`config.mk`:
```
export PLATFORM = sky130hd
export DESIGN_NAME = uart_tx_framer
export DESIGN_NICKNAME = d
export VERILOG_FILES = /design/src/rtl/uart_tx_framer.sv
export SDC_FILE = /design/constraint.sdc
export NUM_CORES = 1
export LEC_CHECK = 0
export CORE_ASPECT_RATIO = 0.75
export CORE_MARGIN = 1
export CORE_UTILIZATION = 45
export CTS_BUF_LIST = sky130_fd_sc_hd__clkbuf_4 sky130_fd_sc_hd__clkbuf_8
export CTS_CLUSTER_DIAMETER = 50
export DETAILED_ROUTE_END_ITERATION = 7
export GPL_TIMING_DRIVEN = 0
export PLACE_DENSITY = 0.69
export SLEW_MARGIN = 20
export SYNTH_ARGS = -nofsm -noshare
export SYNTH_HDL_FRONTEND = slang
export SYNTH_SLANG_ARGS = --single-unit
```
`constraint.sdc`:
```
create_clock -name clk -period 2.25 [get_ports clk]
set_clock_uncertainty 0.1 [all_clocks]
set_input_delay 0.45 -clock clk [delete_from_list [all_inputs] [get_ports clk]]
set_output_delay 0.45 -clock clk [all_outputs]
set_load 0.02 [all_outputs]
```
`src/rtl/uart_tx_framer.sv`:
```
// -----------------------------------------------------------------------------
// uart_tx_framer
//
// Pulls WIDTH-bit words from an upstream TX FIFO and serialises each one as
// WIDTH/8 back-to-back UART frames, least significant byte first. Every frame
// is one start bit, 8 data bits (LSB first), an optional parity bit and
// STOP_BITS stop bits. Each bit lasts BAUD_DIV = CLK_FREQ / BAUD_RATE clocks.
//
// Parameters
//   CLK_FREQ   system clock in Hz
//   BAUD_RATE  line rate in bit/s
//   WIDTH      FIFO word width, multiple of 8 from 8 to 32
//   PARITY     0 none, 1 odd, 2 even
//   STOP_BITS  1 or 2
//
// Ports
//   clk         system clock, rising edge
//   rst_n       asynchronous reset, ACTIVE-HIGH despite the _n suffix
//   tx_enable   allows a new word to be fetched; a word in flight always finishes
//   fifo_empty  upstream FIFO empty flag, looked at only while idle
//   fifo_dout   upstream FIFO read data, valid the cycle after fifo_rd_en
//   fifo_rd_en  registered one-cycle read strobe
//   tx          serial line, idle high
//   busy        high whenever the framer is not idle
//   word_done   one-cycle pulse on the first idle cycle after a word's last stop bit
// -----------------------------------------------------------------------------
module uart_tx_framer #(
    parameter int CLK_FREQ  = 50000000,
    parameter int BAUD_RATE = 115200,
    parameter int WIDTH     = 16,
    parameter int PARITY    = 0,
    parameter int STOP_BITS = 1
) (
    input  logic             clk,
    input  logic             rst_n,
    input  logic             tx_enable,
    input  logic             fifo_empty,
    input  logic [WIDTH-1:0] fifo_dout,
    output logic             fifo_rd_en,
    output logic             tx,
    output logic             busy,
    output logic             word_done
);

    // Ceiling log2, never below 1 so that degenerate sizes still give a
    // legal one-bit counter.
    function automatic int clogb2(input int value);
        int v;
        int r;
        v = value - 1;
        r = 0;
        while (v > 0) begin
            r = r + 1;
            v = v >> 1;
        end
        return (r < 1) ? 1 : r;
    endfunction

    localparam int BAUD_DIV = CLK_FREQ / BAUD_RATE;
    localparam int CNT_W    = clogb2(BAUD_DIV);
    localparam int NBYTES   = WIDTH / 8;
    localparam int BIDX_W   = clogb2(NBYTES);

    localparam logic [CNT_W-1:0]  BAUD_LAST = CNT_W'(BAUD_DIV - 1);
    localparam logic [BIDX_W-1:0] BYTE_LAST = BIDX_W'(NBYTES - 1);
    localparam logic [2:0]        STOP_LAST = 3'(STOP_BITS - 1);

    typedef enum logic [2:0] {
        ST_IDLE,
        ST_FETCH,
        ST_LOAD,
        ST_START,
        ST_DATA,
        ST_PARITY,
        ST_STOP
    } state_t;

    state_t              state_q, state_d;
    logic [CNT_W-1:0]    baud_q,  baud_d;
    // Data bit index in DATA, stop bit index in STOP.
    logic [2:0]          bit_q,   bit_d;
    logic [BIDX_W-1:0]   byte_q,  byte_d;
    logic [WIDTH-1:0]    word_q,  word_d;
    logic                done_d;
    logic                tx_d;
    // Set on the first clock after reset; holds off the first FETCH until
    // the second rising edge so the FIFO flags have settled.
    logic                armed_q;

    logic                baud_end;
    logic [7:0]          byte_val;
    logic                par_bit;

    assign baud_end = (baud_q == BAUD_LAST);
    assign busy     = (state_q != ST_IDLE);

    // -------------------------------------------------------------------------
    // State register. tx is a flop with an asynchronous preset so the line is
    // forced idle the moment reset asserts, without needing a clock.
    // -------------------------------------------------------------------------
    always_ff @(posedge clk or posedge rst_n) begin
        if (rst_n) begin
            state_q    <= ST_IDLE;
            baud_q     <= '0;
            bit_q      <= '0;
            byte_q     <= '0;
            word_q     <= '0;
            armed_q    <= 1'b0;
            tx         <= 1'b1;
            fifo_rd_en <= 1'b0;
            word_done  <= 1'b0;
        end else begin
            state_q    <= state_d;
            baud_q     <= baud_d;
            bit_q      <= bit_d;
            byte_q     <= byte_d;
            word_q     <= word_d;
            armed_q    <= 1'b1;
            tx         <= tx_d;
            fifo_rd_en <= (state_d == ST_FETCH);
            word_done  <= done_d;
        end
    end

    // -------------------------------------------------------------------------
    // Next-state logic. The baud counter restarts from 0 on every bit and
    // state change, so each bit is exactly BAUD_DIV clocks with no drift.
    // -------------------------------------------------------------------------
    always_comb begin
        state_d = state_q;
        baud_d  = baud_q;
        bit_d   = bit_q;
        byte_d  = byte_q;
        word_d  = word_q;
        done_d  = 1'b0;

        case (state_q)
            ST_IDLE: begin
                baud_d = '0;
                bit_d  = '0;
                byte_d = '0;
                if (armed_q && tx_enable && !fifo_empty) begin
                    state_d = ST_FETCH;
                end
            end

            ST_FETCH: begin
                state_d = ST_LOAD;
            end

            ST_LOAD: begin
                word_d  = fifo_dout;
                byte_d  = '0;
                bit_d   = '0;
                baud_d  = '0;
                state_d = ST_START;
            end

            ST_START: begin
                if (baud_end) begin
                    baud_d  = '0;
                    bit_d   = '0;
                    state_d = ST_DATA;
                end else begin
                    baud_d = baud_q + CNT_W'(1);
                end
            end

            ST_DATA: begin
                if (baud_end) begin
                    baud_d = '0;
                    if (bit_q == 3'd7) begin
                        bit_d   = '0;
                        state_d = (PARITY != 0) ? ST_PARITY : ST_STOP;
                    end else begin
                        bit_d = bit_q + 3'd1;
                    end
                end else begin
                    baud_d = baud_q + CNT_W'(1);
                end
            end

            ST_PARITY: begin
                if (baud_end) begin
                    baud_d  = '0;
                    bit_d   = '0;
                    state_d = ST_STOP;
                end else begin
                    baud_d = baud_q + CNT_W'(1);
                end
            end

            ST_STOP: begin
                if (baud_end) begin
                    baud_d = '0;
                    if (bit_q == STOP_LAST) begin
                        bit_d = '0;
                        if (byte_q == BYTE_LAST) begin
                            // word_done is registered, so it is seen in the
                            // first IDLE cycle, together with busy dropping.
                            byte_d  = '0;
                            done_d  = 1'b1;
                            state_d = ST_IDLE;
                        end else begin
                            // Next byte follows immediately, no idle gap.
                            byte_d  = byte_q + BIDX_W'(1);
                            state_d = ST_START;
                        end
                    end else begin
                        bit_d = bit_q + 3'd1;
                    end
                end else begin
                    baud_d = baud_q + CNT_W'(1);
                end
            end

            default: begin
                state_d = ST_IDLE;
                baud_d  = '0;
                bit_d   = '0;
                byte_d  = '0;
            end
        endcase
    end

    // -------------------------------------------------------------------------
    // Line value for the coming cycle, derived from the next state so tx can
    // be a clean flop. In LOAD the next state is START, so the freshly loaded
    // word is never needed on the same cycle it is captured.
    // -------------------------------------------------------------------------
    always_comb begin
        byte_val = 8'(word_d >> {byte_d, 3'b000});
        // Even: XOR of the data bits. Odd: its inverse.
        par_bit  = (PARITY == 1) ? ~(^byte_val) : ^byte_val;

        tx_d = 1'b1;
        case (state_d)
            ST_START:  tx_d = 1'b0;
            ST_DATA:   tx_d = byte_val[bit_d];
            ST_PARITY: tx_d = par_bit;
            default:   tx_d = 1'b1;
        endcase
    end

endmodule

```
Yosys cells after proc, flatten, opt, wreduce, memory -nomap -nowiden
Cells that the tools add are included.

Output and inout port bits: 4. Logic and storage cells: 65. Input port bits: 20. Register bits: 36.

Mux-type cells: 29. Reductions and logical operators: 10. Magnitude comparators: 1. Shift operators: 1. Equal/unequal tests: 12. Add/subtract/negate cells: 3.

Operator list (number): $mux W3 (12); $pmux W3 S7 (1); $eq A3 B3 Y1 const B (6); $pmux W9 S2 (1); $mux W16 (1); $shr A16 B4 Y8 (1); $pmux W3 S4 (1); $add A9 B1 Y9 const B (1); $eq A3 B2 Y1 const B (3); $eq A9 B9 Y1 const B (1); $mux W9 (1); $mux W1 (8); $reduce_or A4 Y1 (2); $reduce_xor A8 Y1 (1); $eq A3 B1 Y1 const B (2); $logic_not A3 Y1 (2); $lt A3 B4 Y1 const B (1); $add A3 B1 Y3 const B (1); $bmux W1 S3 (1); $pmux W1 S3 (1); $reduce_bool A3 Y1 (1); $logic_and A1 B1 Y1 (2); $mux W2 (1); $pmux W1 S2 (1); 3 further kinds (3).

Logic depth before layout (Yosys ltp)
Depth in word-level cells: 9. Depth in mapped cells: 11. Mapped depth without buffers: 10.

Worst setup path after synthesis
Ideal clock, no wire load.

Path type: register to register. From: register bit_q[0]. To: register tx. Library setup time: 0.086 ns. Clock period less this slack: 2.512 ns. Data arrival time: 2.325 ns. Path slack: -0.262 ns. Cell stages (with the launch flop): 12. Data required time: 2.064 ns. Path buffers: 1. Cells stage by stage: dfrtp_1 > inv_1 > ha_1 > nor2b_1 > ha_1 > nand4_1 > and3b_1 > buf_6 > mux2_4 > o2111a_1 > a221oi_2 > a31oi_1.

Word-level cells in the longest chain between the ends: 8. Elaborated cells on any way between the ends: 25. Classes of those cells: add/sub (1); eq/ne (4); shift (1); mux (17); reduce/logical (2).

RTL lines: from (decl) (line 81) `logic [2:0] bit_q, bit_d;`; from (signal assigned) (line 115) `bit_q <= bit_d;`; $logic_not A3 Y1 (line 196) `if (bit_q == STOP_LAST) begin`; $mux W1 (line 196); $mux W1 (line 194) `if (baud_end) begin`; $pmux W1 S2 (line 137) `case (state_q)`; $shr A16 B4 Y8 (line 232) `byte_val = 8'(word_d >> {byte_d, 3'b000});`; $bmux W1 S3 (line 239) `ST_DATA: tx_d = byte_val[bit_d];`; $mux W1 (implied by the code) (line 239); $pmux W1 S3 * (line 237) `case (state_d)`; via tx_d (line 85) `logic tx_d;`; to (signal assigned) (line 119) `tx <= tx_d;`; to (decl) (line 40) `output logic tx,`.

Mark *: on every way through the listed nets, which the timed path passes. The rest lies on a longest branch. The select of a mux whose other input is x is not followed. A chain may end at the register's enable or synchronous reset.

Final worst setup path
From: register bit_q[1]. To: register tx.

Same word-level chain as after synthesis.

==> metrics.yaml <==
worst-path-max-fanout: 5
final_nets: 278
final.setup.worst_slack_ns: -0.365
fin_area_um2: 2810
cts_sinks: 36
die_width_um: 82.5
average_wire_per_standard_cell_um: 15.2
preCtsSetupSlack_ns: -0.507
max-clock-path-buffers: 2
via_per_inst: 5.62
area_overhead_vs_synth_pct: 28.2
detail_route.iter0.violations: 106
postPlaceCellArea_um2: 2520
drt_pre_antenna_iters: 4
syn-num-nets: 234
place.detailed.instances: 289
vias: 1741
postCtsHoldBufs: 0
yosysMostFrequentCell: "dfrtp_1"
synth_sequential_area_ratio_pct: 41.2
floorplan.die_area_um2: 5150
crit_type: "reg -> reg"
timing.fmax_mhz: 382
grt_first_pass_wirelength_um: 7770
synthesized_flop_and_latch_total: 36
ctsRootBufferMaster: "clkbuf_8"
num-fill-cells: 404
synth_top_area_share_pct: 40.0
ant_nets: 0
antenna-diode-count: 0
cap_viol_max_count: 0
port-buffer-count: 23
finalCriticalPeriod_ns: 2.61
finalHoldViolations: 0
hold_ws_ns: 0.330
utilization_pct: 61.4
placeableCoreArea_um2: 4570
grt_start_max_net_pins: 26
finalSetupTns_ns: -0.365
syn_inst: 208
synth_area_leaders: "dfrtp_1 (40%), mux2_2 (8.7%), xnor2_1 (6.0%)"
worst_skew_late_latency_ns: 0.29
synth.cells.most_frequent: "dfrtp_1 (35), nand2_1 (18), mux2_2 (17), xnor2_1 (15), nor2_1 (11)"
syn_area_um2: 2190
antenna_found_initial: 0
worstSetupStartpointType: "register"
row_count: 21
finalWeightedCongestion: 0.867
initial_core_util_pct: 47.9
pwr_density_cell_nw_per_um2: 1100
first_global_vias: 1546
power.ir.vdd_worst_v: 0.000590
post_synth.cell_area_avg_um2: 10.5
p_leak_nw: 1.22
netlist.top_cell.by_area: "dfrtp_1"
synth_warnings: 0
total_routing_usage_gr_pct: 20.1
data_required_time_at_the_worst_endpoint_ns: 2.34
synth.lib_cells_used.distinct: 55
synthArstFlopShare_pct: 100
synth_top_flop_cell: "dfrtp_1"
failed_checks: "negative setup slack"
place.detailed.hpwl_um: 3340
rsz0062_at_grt: "yes"
die_h_um: 62.4
routed_wirelength_um: 4720
drive_above_1_share_pct: 28.5
cts-buffers-inserted: 5
pin_count: 24
layout_worst_path_cycle_share_pct: 116
hold_path_class: "in -> async"
clock_tree.htree_level_count: 2
final-max-slew-violation-count: 0
power_mw: 3.08
finalSetupViolCount: 1
instances_no_fill: 310
crit_path_end_kind: "register"
grt_overflow: 0
clk_pin_slew_ns: 0.07
detail_route.drc_violations: 0
synth_edf_count: 0
clock_tree_from_tritoncts: "yes"
arrival_ns: 2.71
run_status: "finished, violations left"
[per-layer routing]
metal  GRT usage, %  share of wire [%]  up-vias
met1           33.3                 54      847
met3           5.40                5.3        7
met2           24.8                 39       51
met5              0                  0        -
li1               -                  -      836
met4           5.39                1.2        0
[final cells by class]
| class | instances | area (um2) | share of cell area (%) |
|---|---|---|---|
| Inverter | 9 | 33.8 | 1.20 |
| Timing Repair Buffer | 37 | 347 | 12.3 |
| Tap cell | 57 | 71.3 | 2.54 |
| Multi-Input combinational cell | 157 | 1310 | 46.6 |
| Clock buffer | 8 | 104 | 3.70 |
| Sequential cell | 36 | 903 | 32.2 |
| Buffer | 6 | 41.3 | 1.47 |
[final timing paths]
| kind | slack, ns | depth (start not counted) | to | start |
|---|---|---|---|---|
| max | -0.36 | 11 | tx | bit_q[1] |
| min | 0.33 | 2 | fifo_rd_en | rst_n |
| max reg2reg | -0.36 | 11 | tx | bit_q[1] |
| min reg2reg | 0.42 | 2 | fifo_rd_en | armed_q |
| max in group asynchronous | 1.23 | 3 | tx | rst_n |
| min in group clk | 0.42 | 2 | fifo_rd_en | armed_q |
[registers in the layout, indices dropped and copies added, names as in the netlist]
register / cells
armed_q: 1
baud_q: 9
bit_q: 3
byte_q: 1
fifo_rd_en: 1
state_q: 3
tx: 1
word_done: 1
word_q: 16
[kinds of logic after synthesis]
family | after synthesis | share of synthesized area (%)
other cells | 1 | 0.171
compound gates | 41 | 14.1
flops | 36 | 41.2
fa+ha+maj | 6 | 3.43
buf+inv | 15 | 3.37
xor+xnor | 20 | 8.00
mux | 25 | 12.7
simple gates | 64 | 17.1
[report_power, final]
group / switching, mW / internal [mW]
Sequential: 0.209 / 0.865
Combinational: 0.684 / 0.800
Clock: 0.225 / 0.292
[worst max-delay path, cell delays in order, from the launching register on]
cell and delay, ns:
dfrtp_2 0.43, inv_2 0.06, ha_4 0.15, nor2b_4 0.13, ha_4 0.26, nand4_1 0.09
and3b_2 0.25, buf_6 0.13, mux2_4 0.29, o2111a_1 0.25, a221oi_2 0.22, a31oi_2 0.15
[timing repair]
item	in CTS	in global routing
hold endpoints to repair	0	0
endpoints found under the setup margin	2	11
buffers inserted	10	3
resized for setup	7	16
pin swaps	8	9
[placed cells by master, fill, tap and decap left out, types with 4 or more instances in the layout]
cell type and instances:
o21ai_0 8, dfrtp_1 34, xor2_1 5, buf_4 13, mux2i_1 6, nor2_1 10, clkdlybuf4s50_1 22, nand3_1 4
clkbuf_8 7, xnor2_1 15, a21oi_1 8, inv_2 4, inv_1 5, mux2_2 17, nand2b_1 5, nand2_1 18
No activity file was read; power rests on OpenSTA's default activity.
